`config.mk`:
```
export PLATFORM = sky130hd
export DESIGN_NAME = stage_fetch
export DESIGN_NICKNAME = d
export VERILOG_FILES = /design/src/rtl/stage_fetch_pkg.sv /design/src/rtl/adder32.sv /design/src/rtl/stage_fetch_fd_latch.sv /design/src/rtl/stage_fetch.sv
export SDC_FILE = /design/constraint.sdc
export NUM_CORES = 1
export LEC_CHECK = 0
export BUFFER_PORTS_ARGS = -buffer_cell sky130_fd_sc_hd__clkbuf_2
export CAP_MARGIN = 10
export CORE_MARGIN = 4
export CORE_UTILIZATION = 48
export DETAILED_ROUTE_END_ITERATION = 8
export PLACE_DENSITY = 0.77
export SYNTH_ARGS = -nofsm -noshare
export SYNTH_HDL_FRONTEND = slang
export SYNTH_HIERARCHICAL = 1
export SYNTH_SLANG_ARGS = --single-unit
```
`constraint.sdc`:
```
create_clock -name clock -period 2.8 [get_ports clock]
set_input_delay 0.14 -clock clock [delete_from_list [all_inputs] [get_ports clock]]
set_output_delay 0.14 -clock clock [all_outputs]
set_load 0.03 [all_outputs]
```
`src/rtl/stage_fetch_pkg.sv`:
```
// Shared definitions for the fetch stage: FSM encoding, defaults and the
// instruction used to represent an empty F/D slot.
package stage_fetch_pkg;

    typedef enum logic {
        BOOT = 1'b0,
        RUN  = 1'b1
    } fetch_state_t;

    localparam int          IMEM_AW_DEFAULT  = 12;
    localparam logic [31:0] RESET_PC_DEFAULT = 32'd0;
    localparam logic [31:0] NOP_INSN         = 32'd0;

endpackage

```
`src/rtl/adder32.sv`:
```
// General-purpose 32-bit adder with carry-in, carry-out and signed-overflow
// flags, shared by datapath blocks that need a plain binary add.
module adder32 (
    input  logic [31:0] a,
    input  logic [31:0] b,
    input  logic        cin,
    output logic [31:0] sum,
    output logic        cout,
    output logic        overflow
);

    assign {cout, sum} = {1'b0, a} + {1'b0, b} + {32'd0, cin};

    // Signed overflow: operands agree in sign but the result does not.
    assign overflow = (a[31] == b[31]) && (sum[31] != a[31]);

endmodule

```
`src/rtl/stage_fetch_fd_latch.sv`:
```
// F/D pipeline register slice. A load captures a fetched instruction and
// marks it valid; a squash only clears valid so the payload fields hold.
module stage_fetch_fd_latch
    import stage_fetch_pkg::*;
(
    input  logic        clock,
    input  logic        reset,
    input  logic        load,
    input  logic        squash,
    input  logic [31:0] insn_d,
    input  logic [31:0] pc_plus_4_d,
    output logic [31:0] insn,
    output logic [31:0] pc_plus_4,
    output logic        valid
);

    always_ff @(posedge clock or posedge reset) begin
        if (reset) begin
            insn      <= NOP_INSN;
            pc_plus_4 <= 32'd0;
            valid     <= 1'b0;
        end else if (load) begin
            insn      <= insn_d;
            pc_plus_4 <= pc_plus_4_d;
            valid     <= 1'b1;
        end else if (squash) begin
            valid     <= 1'b0;
        end
    end

endmodule

```
`src/rtl/stage_fetch.sv`:
```
// Fetch-stage PC sequencer: steers the PC from execute redirects, hazard
// stalls or sequential fetch, and feeds the F/D latch and synchronous ROM.
module stage_fetch
    import stage_fetch_pkg::*;
#(
    parameter int          IMEM_AW  = IMEM_AW_DEFAULT,
    parameter logic [31:0] RESET_PC = RESET_PC_DEFAULT,
    parameter int          CNT_W    = 16
) (
    input  logic               clock,
    input  logic               reset,
    input  logic               stall,
    input  logic               ex_redirect,
    input  logic [31:0]        ex_target,
    output logic [IMEM_AW-1:0] imem_addr,
    input  logic [31:0]        imem_q,
    output logic [31:0]        pc,
    output logic [31:0]        fd_insn,
    output logic [31:0]        fd_pc_plus_4,
    output logic               fd_valid,
    output logic               dx_flush,
    output logic [CNT_W-1:0]   redirect_count,
    output logic [CNT_W-1:0]   stall_count
);

    fetch_state_t state;
    logic [31:0]  pc_inc;
    logic [31:0]  next_pc;
    logic         fd_load;
    logic         fd_squash;
    logic         carry_unused;
    logic         overflow_unused;

    function automatic logic [CNT_W-1:0] sat_inc(input logic [CNT_W-1:0] count);
        return (&count) ? count : count + {{(CNT_W-1){1'b0}}, 1'b1};
    endfunction

    adder32 u_pc_inc (
        .a        (pc),
        .b        (32'd1),
        .cin      (1'b0),
        .sum      (pc_inc),
        .cout     (carry_unused),
        .overflow (overflow_unused)
    );

    // Redirect beats stall: the stalled instruction is on the wrong path anyway.
    always_comb begin
        next_pc   = pc;
        fd_load   = 1'b0;
        fd_squash = 1'b0;
        if (state == RUN) begin
            if (ex_redirect) begin
                next_pc   = ex_target;
                fd_squash = 1'b1;
            end else if (!stall) begin
                next_pc = pc_inc;
                fd_load = 1'b1;
            end
        end
    end

    // The ROM registers its address, so presenting next_pc now yields the
    // instruction at the new pc on the following cycle.
    assign imem_addr = next_pc[IMEM_AW-1:0];
    assign dx_flush  = (state == RUN) && ex_redirect;

    always_ff @(posedge clock or posedge reset) begin
        if (reset) begin
            state          <= BOOT;
            pc             <= RESET_PC;
            redirect_count <= '0;
            stall_count    <= '0;
        end else if (state == BOOT) begin
            state <= RUN;
        end else begin
            pc <= next_pc;
            if (ex_redirect) begin
                redirect_count <= sat_inc(redirect_count);
            end else if (stall) begin
                stall_count <= sat_inc(stall_count);
            end
        end
    end

    stage_fetch_fd_latch u_fd_latch (
        .clock       (clock),
        .reset       (reset),
        .load        (fd_load),
        .squash      (fd_squash),
        .insn_d      (imem_q),
        .pc_plus_4_d (pc_inc),
        .insn        (fd_insn),
        .pc_plus_4   (fd_pc_plus_4),
        .valid       (fd_valid)
    );

endmodule

```
### Yosys cells after proc, flatten, opt, wreduce, memory -nomap -nowiden

Index checks and enable logic that the tools add are counted.

* register bits: 130
* input bits: 68
* output and inout port bits: 142
* word-level logic and storage cells: 32

* reduce and logical (&&, ||, !) cells: 7
* equal/unequal tests: 1
* bitwise operators: 3
* mux-type cells: 10
* add/sub/neg operators: 3

Operators by type and width (count)
* 32-bit two-way mux: 2
* 16-bit by 1-bit adder with 16-bit output, second input constant: 2
* 32-bit by 1-bit adder with 32-bit output, second input constant: 1
* 16-bit AND reduction: 2
* 12-bit two-way mux: 1
* 1-bit two-way mux: 7
* 4-bit AND reduction: 1
* 1-bit NOT: 3
* 3-bit AND reduction: 1
* 2-bit by 1-bit inequality test with 1-bit output, second input constant: 1
* 2-bit AND reduction: 1
* 2-bit nonzero test: 1
* 1-bit logical AND: 1

### Longest topological paths before layout

* word-level depth: 4
* gate-level depth with buffers: 11
* depth with buffers taken out: 11

### By module

Netlist, hierarchy kept.

By module, submodules not included
* stage_fetch: area each 3261.9 um2, instances 1, cells an instance 287, sequential area each 1626.6 um2
* stage_fetch_fd_latch: area each 2618.8 um2, instances 1, cells an instance 139, sequential area each 1626.6 um2
* adder32: area each 1767.9 um2, instances 1, cells an instance 241, sequential area each 0.0 um2

### Worst setup path after synthesis

No wires, ideal clock.

* kind: reg2out
* from: register pc[0]
* to: output imem_addr[10]
* data required time: 2.660 ns
* cell stages (with the launch flop): 12
* setup slack: -0.395 ns
* arrival time: 3.055 ns
* buffers on the path: 0
* cell sequence: dfrtp_1 > fa_1 > fa_1 > a21o_1 > a221oi_2 > o21bai_1 > a21oi_1 > o21ai_0 > a21oi_1 > xnor2_1 > a22o_1 > a22o_1

* cells in the longest elaborated chain, start to end: 4

RTL lines
* start: declaration: line stage_fetch.sv:17 `output logic [31:0] pc,`
* start signal: assignment: line stage_fetch.sv:77 `pc <= next_pc;`
* 32-bit by 1-bit adder with 32-bit output: line adder32.sv:12 `assign {cout, sum} = {1'b0, a} + {1'b0, b} + {32'd0, cin};`
* named net pc_inc[10]: line stage_fetch.sv:27 `logic [31:0] pc_inc;`
* 32-bit two-way mux: line stage_fetch.sv:56 `end else if (!stall) begin`
* 32-bit two-way mux: line stage_fetch.sv:53 `if (ex_redirect) begin`
* 12-bit two-way mux: line stage_fetch.sv:52 `if (state == RUN) begin`
* end: declaration: line stage_fetch.sv:15 `output logic [IMEM_AW-1:0] imem_addr,`

The timed path passes the listed nets, and every way through them passes these cells. The select of a mux whose other input is x is not followed.

### Final worst setup path

Ends and elaborated chain as after synthesis.

==> flow_metrics.tcl <==
set metrics [dict create \
    startpoint_type "flip-flop" \
    p_leak_nw 5.46 \
    worst_ep_arrival_time_ps 3240 \
    wl_microns 22500 \
    drtIter0Drc 298 \
    rsz0062_at_grt "true" \
    viasPerCell 5.52 \
    vias 6646 \
    fp.dieH_microns 134 \
    io_pins 210 \
    clk_latency_ps 430 \
    core_region_area_sq_mm 0.0154 \
    final_hold_viol_count 0 \
    die_w_microns 134 \
    grt-ovfl-total 0 \
    worstHoldEndpoint "pc[25]" \
    drtPass1Iterations 5 \
    dieArea_sq_mm 0.0179 \
    power_density_mw_per_mm2 880 \
    maxCapViolCount 0 \
    design_area_sq_mm 0.0108 \
    cts.sinks 130 \
    nNetsFinal 1084 \
    cp_top_family "compound AO/OA/AOI/OAI gates" \
    grt_pass1_wl_microns 35700 \
    end_kind "output pin" \
    syn_avg_cell_area_sq_um 11.5 \
    startpoint "pc[0]" \
    place_area_sq_mm 0.00915 \
    hold_path.class "primary input to flip-flop" \
    grt_start_max_net_pins 48 \
    setup_ws_ps -579 \
    finClkSkew_ps 9.73 \
    setup_viol 41 \
    rr_startpoint "pc[0]" \
    path_max_fanout 2 \
    ir_drop_mv 0.773 \
    path_common_cell "fa_2" \
    max_slew_margin_pct 36.1 \
    crit_path_max_incr_delay_ps 410 \
    placementRows 45 \
    cp_slowest_cell "dfrtp_2" \
    grt_usage_pct 25.0 \
    clk_pin_slew_ps 60 \
    postSynthCellCount 660 \
    worst_slew_pin_slew_ps 948 \
    drc 0 \
    grt_pass1_vias 6967 \
    antenna_left 0 \
    crit_type "flip-flop to output pin" \
    worstPathBufferInverterCount 1 \
    worstRegToRegCells 13 \
    drive_above_1_share_pct 44.9 \
    violations "negative setup slack" \
    rrSetupSlack_ps -320 \
    syn2layout_area_growth_pct 42.5 \
    cts_buffers 17 \
    required_ps 2660 \
    synth_area_sq_mm 0.00760 \
    yosysWarnings 6 \
    hpwl_microns 15000 \
    outcome "complete, but fails checks" \
    cts.htree.levels 4 \
    start_util_pct 49.5 \
    cts_tree "done" \
    period_needed_ps 3380 \
    antenna_found_initial 0 \
    timing.fmax_mhz 296 \
    avgRoutedWirePerCell_microns 18.7 \
    root_buffer "clkbuf_16" \
    hold_slack_ps 55.2 \
    hold_path_startpoint "ex_target[25]" \
    timing.critical_path.cells "fa_2 > fa_2 > a21o_1 > a221oi_2 > o21bai_1 > a21oi_2 > o21ai_1 > a21oi_1 > xnor2_1 > a22o_1 > a22o_2 > buf_8" \
    gp_congestion 0.890 \
    cts_max_path_buffers 2 \
    worst_r2r_endpoint "pc[26]" \
    min_path_cells 3 \
    io_buffer_count 209 \
    finalCritPeriodShare_pct 121 \
    final_max_slew_viol_count 0 \
    diodes 0 \
]
[worst register-to-register path, cell delays in order, from the launching register on]
cell,delay (ps)
dfrtp_2,410
fa_2,360
fa_2,350
a21o_1,180
a221oi_2,290
buf_4,180
or3_4,130
buf_6,100
a21oi_4,50
nand3b_4,200
a311oi_2,280
nor3_2,80
a22o_1,190
a22o_1,200
[per-layer routing]
metal	global-route usage [%]	vias to the layer above	routed length, microns
met5	0	-	0
li1	-	3078	-
met2	43.6	267	11500
met4	9.26	0	618
met3	6.15	55	1400
met1	30.0	3246	8960
[sequential cells by signal, indices dropped and copies added (netlist names)]
name,cells
stall_count,16
pc,32
u_fd_latch/pc_plus_4,32
state,1
redirect_count,16
u_fd_latch/valid,1
u_fd_latch/insn,32
[worst max-delay path by stage]
stage | end | depth (start not counted)
after floorplan | pc[26] | 10
after global placement | imem_addr[10] | 12
after detailed placement | pc[26] | 11
after CTS | imem_addr[10] | 12
after global routing | imem_addr[10] | 12
final | imem_addr[10] | 12
[cell usage in the layout (no fill, tap or decap), drive strengths merged, types with 28 or more instances in the layout]
master and instances:
nand2 37, dfrtp 130, a22o 76, ha 33, conb 35, dlygate4sd3 33, clkbuf 223, buf 64
xnor2 28, mux2 68
[power breakdown]
| part | switching [W] | internal, W | leakage, nW |
|---|---|---|---|
| registers | 0.000425 | 0.00236 | 1.59 |
| clock network | 0.000918 | 0.00144 | 0.287 |
| logic | 0.00254 | 0.00184 | 3.58 |
| total | 0.00389 | 0.00565 | 5.46 |
[through the flow]
stage               std cells  power [W]  setup TNS (ps)  utilization, %  worst slack (ps)
floorplan                 693    0.00540               0               -              40.1
global placement         1111    0.00643           -1370            59.5              -228
detailed placement       1111    0.00651           -2680            59.5              -282
CTS                      1194    0.00928           -5160            68.9              -612
global route             1205    0.00997          -11180            70.5              -676
finish                   1205    0.00953           -7780            70.5              -579
[final cells by class]
class	instances	area, sq um
Clock inverter	14	179
Sequential cell	130	3260
Clock buffer	18	439
Inverter	15	56.3
Timing Repair Buffer	302	1990
Multi-Input combinational cell	515	4650
Fill cell	1038	4540
Tap cell	211	264
[timing repair]
action                                  in CTS  in global routing
endpoints found under the setup margin      35                 47
hold endpoints to repair                    76                  0
resized for setup                           70                 40
buffers inserted                            20                 15
pin swaps                                   48                 33
hold buffers                                33                  0
Power figures use the tool's default switching activity.
